## config.mk

```make
export PLATFORM = sky130hd
export DESIGN_NAME = frac_clock_divider
export DESIGN_NICKNAME = d
export VERILOG_FILES = /design/src/rtl/frac_clock_divider_pkg.sv /design/src/rtl/frac_clock_divider_modulo_counter.sv /design/src/rtl/frac_clock_divider.sv
export SDC_FILE = /design/constraint.sdc
export NUM_CORES = 1
export LEC_CHECK = 0
export CAP_MARGIN = 20
export CORE_MARGIN = 2
export CORE_UTILIZATION = 35
export CTS_BUF_LIST = sky130_fd_sc_hd__clkbuf_4 sky130_fd_sc_hd__clkbuf_8
export DETAILED_ROUTE_END_ITERATION = 7
export GPL_ROUTABILITY_DRIVEN = 0
export SLEW_MARGIN = 20
export SYNTH_ARGS = -nofsm -noshare
export SYNTH_HDL_FRONTEND = slang
export SYNTH_HIERARCHICAL = 1
export SYNTH_SLANG_ARGS = --single-unit
```

## constraint.sdc

```tcl
create_clock -name clk_in -period 3.25 [get_ports clk_in]
set_clock_uncertainty 0.15 [all_clocks]
set_input_delay 0.4875 -clock clk_in [delete_from_list [all_inputs] [get_ports clk_in]]
set_output_delay 0.4875 -clock clk_in [all_outputs]
set_load 0.02 [all_outputs]
```

## src/rtl/frac_clock_divider_pkg.sv

```systemverilog
// Shared types and constants for the fractional UART sample-clock divider.
package frac_clock_divider_pkg;

  // Default divisor field widths (integer part, fractional part in 1/2^W units)
  localparam int DIV_INT_W  = 16;
  localparam int DIV_FRAC_W = 4;

  // Smallest integer divisor that still yields a period of at least two cycles
  localparam int MIN_DIV_INT = 2;

  typedef logic [DIV_INT_W-1:0]  div_int_t;
  typedef logic [DIV_FRAC_W-1:0] div_frac_t;

  typedef struct packed {
    div_int_t  int_part;
    div_frac_t frac_part;
  } divisor_t;

  // True when a requested integer divisor can be accepted
  function automatic logic div_int_legal(input logic [31:0] v);
    return (v >= 32'(MIN_DIV_INT));
  endfunction

endpackage

```

## src/rtl/frac_clock_divider_modulo_counter.sv

```systemverilog
// Modulo-MOD event counter with synchronous clear; o_wrap flags the counted
// event that takes the count from MOD-1 back to 0.
module modulo_counter #(
  parameter  int MOD = 16,
  localparam int CW  = (MOD > 1) ? $clog2(MOD) : 1
) (
  input  logic          i_clk,
  input  logic          i_rst_n,
  input  logic          i_en,
  input  logic          i_clr,
  output logic [CW-1:0] o_count,
  output logic          o_wrap
);

  localparam logic [CW-1:0] LAST = CW'(MOD - 1);

  logic [CW-1:0] r_count;

  assign o_wrap  = i_en && (r_count == LAST);
  assign o_count = r_count;

  // Count enabled events, wrapping at MOD; clear takes priority over counting
  always_ff @(posedge i_clk or negedge i_rst_n) begin
    if (!i_rst_n) begin
      r_count <= '0;
    end else if (i_clr) begin
      r_count <= '0;
    end else if (i_en) begin
      r_count <= o_wrap ? '0 : r_count + CW'(1);
    end
  end

endmodule

```

## src/rtl/frac_clock_divider.sv

```systemverilog
// Runtime-programmable fractional divider producing the UART sample tick,
// the oversampled bit tick and a toggling divided clock. A new divisor is
// staged in a shadow register and only takes effect at a period boundary,
// while idle, or on resync, so the tick stream never glitches.
module frac_clock_divider
  import frac_clock_divider_pkg::*;
#(
  parameter int INT_W          = 16,
  parameter int FRAC_W         = 4,
  parameter int OVERSAMPLE     = 16,
  parameter int RESET_DIV_INT  = 16,
  parameter int RESET_DIV_FRAC = 0
) (
  input  logic              clk_in,
  input  logic              rst,
  input  logic              enable,
  input  logic              resync,
  input  logic              load,
  input  logic [INT_W-1:0]  div_int,
  input  logic [FRAC_W-1:0] div_frac,
  output logic              sample_tick,
  output logic              bit_tick,
  output logic              clk_out,
  output logic              load_pend,
  output logic              div_err
);

  if (OVERSAMPLE < 2) begin : g_bad_oversample
    $fatal(1, "frac_clock_divider: OVERSAMPLE must be >= 2");
  end
  if (RESET_DIV_INT < MIN_DIV_INT) begin : g_bad_reset_div
    $fatal(1, "frac_clock_divider: RESET_DIV_INT must be >= 2");
  end

  typedef struct packed {
    logic [INT_W-1:0]  int_part;
    logic [FRAC_W-1:0] frac_part;
  } div_t;

  localparam int             OS_CW     = $clog2(OVERSAMPLE);
  localparam logic [OS_CW-1:0] OS_LAST = OS_CW'(OVERSAMPLE - 1);
  localparam div_t           RESET_DIV = {INT_W'(RESET_DIV_INT), FRAC_W'(RESET_DIV_FRAC)};

  // Period counter and fractional accumulator
  logic [INT_W-1:0]  r_cnt;
  logic [FRAC_W-1:0] r_acc;
  logic              r_extra;

  // Active and staged divisors
  div_t r_act;
  div_t r_shadow;
  logic r_load_pend;

  // Registered outputs
  logic r_sample_tick;
  logic r_bit_tick;
  logic r_clk_out;
  logic r_div_err;

  logic [INT_W:0]    w_len_m1;
  logic [FRAC_W:0]   w_sum;
  logic              w_period_end;
  logic              w_hold;
  logic              w_load_ok;
  logic              w_load_bad;
  logic              w_apply;
  logic [OS_CW-1:0]  w_os_cnt;
  logic              w_os_wrap;

  // Current period is act_int cycles, stretched by one when the accumulator carried
  assign w_len_m1     = {1'b0, r_act.int_part} + (INT_W+1)'(r_extra) - (INT_W+1)'(1);
  assign w_sum        = {1'b0, r_acc} + {1'b0, r_act.frac_part};
  assign w_hold       = !enable || resync;
  assign w_period_end = !w_hold && ({1'b0, r_cnt} == w_len_m1);

  assign w_load_ok  = load && div_int_legal(32'(div_int));
  assign w_load_bad = load && !div_int_legal(32'(div_int));
  // Only a request registered before this edge may be applied, so a load that
  // coincides with a period end waits for the following boundary
  assign w_apply    = r_load_pend && (w_hold || w_period_end);

  // Period counter and accumulator; a newly applied divisor restarts the fraction
  always_ff @(posedge clk_in or negedge rst) begin
    if (!rst) begin
      r_cnt   <= '0;
      r_acc   <= '0;
      r_extra <= 1'b0;
    end else if (w_hold) begin
      r_cnt   <= '0;
      r_acc   <= '0;
      r_extra <= 1'b0;
    end else if (w_period_end) begin
      r_cnt <= '0;
      if (w_apply) begin
        r_acc   <= '0;
        r_extra <= 1'b0;
      end else begin
        r_acc   <= w_sum[FRAC_W-1:0];
        r_extra <= w_sum[FRAC_W];
      end
    end else begin
      r_cnt <= r_cnt + INT_W'(1);
    end
  end

  // Divisor staging: accept legal loads into the shadow, transfer at a boundary
  always_ff @(posedge clk_in or negedge rst) begin
    if (!rst) begin
      r_act       <= RESET_DIV;
      r_shadow    <= RESET_DIV;
      r_load_pend <= 1'b0;
    end else begin
      if (w_apply) begin
        r_act <= r_shadow;
      end
      if (w_load_ok) begin
        r_shadow <= {div_int, div_frac};
      end
      r_load_pend <= w_load_ok || (r_load_pend && !w_apply);
    end
  end

  // Oversample phase counter, advanced once per sample tick
  modulo_counter #(
    .MOD (OVERSAMPLE)
  ) u_os_cnt (
    .i_clk   (clk_in),
    .i_rst_n (rst),
    .i_en    (w_period_end),
    .i_clr   (w_hold),
    .o_count (w_os_cnt),
    .o_wrap  (w_os_wrap)
  );

  // Output pulses and divided clock, all registered
  always_ff @(posedge clk_in or negedge rst) begin
    if (!rst) begin
      r_sample_tick <= 1'b0;
      r_bit_tick    <= 1'b0;
      r_clk_out     <= 1'b0;
      r_div_err     <= 1'b0;
    end else begin
      r_sample_tick <= w_period_end;
      r_bit_tick    <= w_os_wrap && (w_os_cnt == OS_LAST);
      r_div_err     <= w_load_bad;
      if (w_period_end) begin
        r_clk_out <= !r_clk_out;
      end
    end
  end

  assign sample_tick = r_sample_tick;
  assign bit_tick    = r_bit_tick;
  assign clk_out     = r_clk_out;
  assign load_pend   = r_load_pend;
  assign div_err     = r_div_err;

endmodule

```

[Word-level counts from Yosys, hierarchy flattened]
Index checks and enable logic that the tools add are counted.
Cells by class
  add/sub/neg operators: 5
  order comparisons: 1
  equal/unequal tests: 2
  muxes and demuxes: 11
  reduce and logical (&&, ||, !) cells: 16
Operators with widths (count)
  two-way mux 16 bit: 2
  two-way mux 4 bit: 6
  adder 16 x 1 -> 17 bit: 1
  == test 16 x 17 -> 1 bit: 1
  subtractor 17 x 1 -> 17 bit (second input constant): 1
  adder 16 x 1 -> 16 bit (second input constant): 1
  >= comparator 16 x 2 -> 1 bit (second input constant): 1
  logical AND 1 bit: 7
  adder 4 x 4 -> 5 bit: 1
  zero test 1 bit: 5
  adder 4 x 1 -> 4 bit (second input constant): 1
  == test 4 bit (second input constant): 1
  logical OR 1 bit: 3
  two-way mux 1 bit: 3
  nonzero test 2 bit: 1
Word-level totals
  flip-flop bits (word level): 70
  bits of input ports: 25
  output and inout port bits: 5

[Longest topological paths before layout]
  word-level depth: 9
  depth in mapped cells: 13
  mapped depth without buffers: 13

[Cells and area by module]
Netlist, hierarchy kept.
By module, submodules not included
  frac_clock_divider: instances 1, cells each 292, area an instance 3397.0 µm²
  modulo_counter: instances 1, cells each 22, area an instance 205.2 µm²

[Least setup slack after synthesis]
OpenSTA, ideal clock, no wires.
  kind: flip-flop to flip-flop
  start: register r_extra
  end: register u_os_cnt.r_count[3], in the netlist u_os_cnt/o_count[3]
  setup time: 0.078 ns
  arrival: 3.052 ns
  required time: 3.022 ns
  setup slack: -0.030 ns
  stages on the path, launching flop included: 12
  path buffers: 0
  period minus slack after synthesis: 3.280 ns
  cells stage by stage: dfrtp_1 -> inv_1 -> ha_1 -> ha_1 -> or3b_2 -> o31ai_1 -> nand4b_1 -> or3_1 -> nor4_2 -> nand2_2 -> or3_1 -> a21oi_1
Between the ends
  word-level cells in the longest chain between the ends: 8
Ends and longest elaborated chain
  from (decl): RTL line frac_clock_divider.sv:47  | logic r_extra;
  from (signal assigned): RTL line frac_clock_divider.sv:99  | r_extra <= w_sum[FRAC_W];
  adder 16 x 1 -> 17 bit (*): RTL line frac_clock_divider.sv:71  | assign w_len_m1 = {1'b0, r_act.int_part} + (INT_W+1)'(r_extra) - (INT_W+1)'(1);
  subtractor 17 x 1 -> 17 bit (*): RTL line frac_clock_divider.sv:71
  == test 16 x 17 -> 1 bit (*): RTL line frac_clock_divider.sv:74  | assign w_period_end = !w_hold && ({1'b0, r_cnt} == w_len_m1);
  logical AND 1 bit (*): RTL line frac_clock_divider.sv:74
  via w_period_end: RTL line frac_clock_divider.sv:62  | logic w_period_end;
  logical AND 1 bit: RTL line frac_clock_divider_modulo_counter.sv:19  | assign o_wrap = i_en && (r_count == LAST);
  two-way mux 4 bit: RTL line frac_clock_divider_modulo_counter.sv:29  | r_count <= o_wrap ? '0 : r_count + CW'(1);
  two-way mux 4 bit: RTL line frac_clock_divider_modulo_counter.sv:28  | end else if (i_en) begin
  two-way mux 4 bit: RTL line frac_clock_divider_modulo_counter.sv:26  | end else if (i_clr) begin
  to (signal assigned): RTL line frac_clock_divider_modulo_counter.sv:29
  to (decl): RTL line frac_clock_divider_modulo_counter.sv:17  | logic [CW-1:0] r_count;
The timed path passes the listed nets; every way through them passes the cells marked *. The select of a mux whose other input is x is not followed.
A chain may end at the register's enable or synchronous reset.

[Final worst setup path]
Ends and elaborated chain as after synthesis.

==> results.json <==
{
  "coreArea_um2": 10100,
  "layout.nets": 391,
  "synthMuxAreaShare_pct": 14.9,
  "dr.pass1.iters": 4,
  "post-cts-setup-buffers": 0,
  "antenna_cells": 0,
  "power_w": 0.00214,
  "syn-num-nets": 348,
  "pwr-share-comb_pct": 19.2,
  "max_slew_margin_pct": 35.7,
  "crit_fanout": 4,
  "clock_sinks": 70,
  "syn_to_final_growth_pct": 21.5,
  "drive_gt1_share_pct": 23.2,
  "clkPwrFrac_pct": 33.0,
  "hold_slack_ns": 0.313,
  "rrSetupSlack_ns": 0.16,
  "synth_warnings": 6,
  "min_period_ns": 3.09,
  "cp_slowest_cell": "a2111oi_1",
  "end_kind": "flip-flop",
  "synth_compound_area_share_pct": 5.31,
  "io_pins": 30,
  "grt_antenna_before_repair": 0,
  "synth_top_family_by_area": "simple AND/OR/NAND/NOR gates",
  "slowest_delay_ns": 0.40,
  "cts_buffer_depth": 2,
  "grtUsageTotal_pct": 13.8,
  "vias": 2464,
  "synth_top_area_cell": "dfrtp_1",
  "yosys.area_share.simple_pct": 16.6,
  "ant_nets": 0,
  "critPathKind": "reg2reg",
  "maxCapViolations": 0,
  "path_cells": "inv_1 > ha_2 > ha_2 > buf_4 > nor3b_2 > xnor2_1 > a2111oi_1 > and4_1 > nand2_1 > nor4_4 > nand2_2 > or3_1 > a21oi_2",
  "ir_drop_mv": 0.310,
  "synthXorXnorAreaFrac_pct": 9.00,
  "seq_power_share_pct": 47.8,
  "synthCells": 314,
  "leakage_nw": 1.84,
  "required_ns": 3.37,
  "timing.final.ws_setup_ns": 0.161,
  "detailed_place_hpwl_um": 5220,
  "via_per_inst": 4.95,
  "fp.dieW_um": 105,
  "layout.cells.most_common": "dfrtp_1",
  "rows": 37,
  "layout.cells.most_common_list": "68 x dfrtp_1, 28 x clkdlybuf4s50_1, 25 x nor2_1",
  "start_kind": "flip-flop",
  "cts_buffers": 9,
  "sw_frac_of_total_pct": 27.6,
  "maxSlewViolCount": 0,
  "p_int_w": 0.00155,
  "synth-async-reset-ratio_pct": 100,
  "hold_viol_final": 0,
  "die-area_um2": 11100,
  "clock_latency_ns": 0.35,
  "cpMostUsedCell": "ha_2",
  "ys_types": 46,
  "grt_max_degree": 29,
  "arrival_ns": 3.21,
  "die_y_um": 105,
  "synth_top_area_share_pct": 47.2,
  "drcViolationCount": 0,
  "wirelength_um": 7050,
  "wl_per_cell_um": 14.1,
  "ys_seq_elements": 70,
  "hold_path.class": "reg2reg",
  "grt_pass1_wl_um": 12100,
  "p_sw_w": 0.000590,
  "synth.avg_cell_area_um2": 11.5,
  "synth_area_leaders": "dfrtp_1 47%, mux2_4 8.3%, mux2_2 6.3%",
  "setup_violations": 0,
  "fmax_ghz": 0.324,
  "root_buffer": "clkbuf_8",
  "io_buffers": 29,
  "tritoncts": "yes",
  "synth_fa_ha_area_share_pct": 3.33,
  "outcome": "finished, final reports clean",
  "ys.flop_type": "dfrtp_1",
  "grt_pass1_vias": 2432,
  "ys_seq_area_share_pct": 48.7,
  "syn_area_um2": 3600,
  "drt-initial-drc-count": 135,
  "p_per_area_nw_per_um2": 489,
  "initial_core_util_pct": 35.5,
  "htree_levels": 3,
  "dpl_worst_slack_ns": 0.0767,
  "tightest_slew_ns": 0.965,
  "gr-total-overflow": 0,
  "synth_edf_count": 0,
  "clk_pin_slew_ns": 0.08,
  "fin_crit_sh_pct": 95.1
}
==> sequential cells by signal, indices dropped and copies added, names as in the netlist <==
name and cells:
r_extra 1, sample_tick 1, r_cnt 16, u_os_cnt/o_count 4, r_act 20, load_pend 1
r_shadow 20, div_err 1, clk_out 1, bit_tick 1, r_acc 4
==> layer usage <==
metal  global-route usage [%]  share of wire [%]
met1                     19.2                 49
met2                     20.6                 46
met3                     3.28                3.6
met4                     5.52                2.1
met5                        0                  0
==> area by class of cell <==
class | instances | area (um2)
Tap cell | 136 | 170
Clock inverter | 6 | 61.3
Timing Repair Buffer | 41 | 390
Multi-Input combinational cell | 228 | 1840
Inverter | 7 | 26.3
Clock buffer | 10 | 138
Fill cell | 945 | 5760
Sequential cell | 70 | 1750
==> power groups by stage <==
stage | combinational [W] | sequential [W] | clock, W
after floorplan | 0.000268 | 0.00102 | 0
after global placement | 0.000388 | 0.00104 | 0
after detailed placement | 0.000393 | 0.00104 | 0
after CTS | 0.000395 | 0.00102 | 0.000722
after global routing | 0.000449 | 0.00103 | 0.000770
final | 0.000411 | 0.00102 | 0.000706
==> logic make-up after synthesis <==
logic type / count (synthesis)
compound gates: 30
xor+xnor: 37
fa+ha+maj: 9
buf+inv: 16
flops: 70
mux: 41
simple gates: 111
==> what timing repair did <==
item                                    4_1_cts  5_1_grt
endpoints found under the setup margin        0       46
gates resized for setup                       0       13
endpoints found under the hold margin        16        0
hold buffers                                  1        0
==> metrics by stage <==
step | util [%] | area, um2 | std cells | TNS [ns]
floorplan | - | 3610 | 314 | 0
global placement | 40.5 | 4110 | 481 | 0
detailed placement | 40.5 | 4110 | 481 | 0
CTS | 42.6 | 4320 | 498 | 0
global route | 43.2 | 4380 | 498 | -0.0323
finish | 43.2 | 4380 | 498 | 0
==> worst max-delay path, delay by kind of cell (launching register included) <==
kind,cells,cell delay (ns)
flip-flops,1,0.39
XOR/XNOR,1,0.08
AND/OR/NAND/NOR,6,1.30
AO/OA/AOI/OAI,2,0.54
buffers and inverters,2,0.19
adder cells (fa/ha/maj),2,0.37
==> path summary, 6_finish.rpt <==
path	start	end	cells past startpoint
worst max-delay path	r_extra	u_os_cnt/o_count[3]	13
worst min-delay path	clk_out	clk_out	1
worst max register to register	r_extra	u_os_cnt/o_count[3]	13
worst min register to register	clk_out	clk_out	1
max in group asynchronous	rst	r_act[8]	3
min in group asynchronous	rst	r_shadow[0]	2
==> synthesized netlist by cell type, types with 2 or more instances <==
master and instances:
or3b_1 2, buf_2 3, o31ai_1 2, nor2_1 25, nand3_1 12, nor2b_1 3, nor3_1 3, nand2_1 19
or3_1 5, mux2_2 20, nand2b_1 6, nand3b_1 3, xor2_1 18, dfstp_2 2, clkbuf_1 4, o21ai_0 3
ha_1 8, a21oi_1 12, xnor2_1 19, and3_1 7, dfrtp_1 68, nor4_1 9, nand4_1 4, inv_1 7
mux2_4 20, buf_6 2, nor3b_1 2, a21o_1 4, or4_1 3, a31oi_1 3
(Power assumes the default switching activity.)
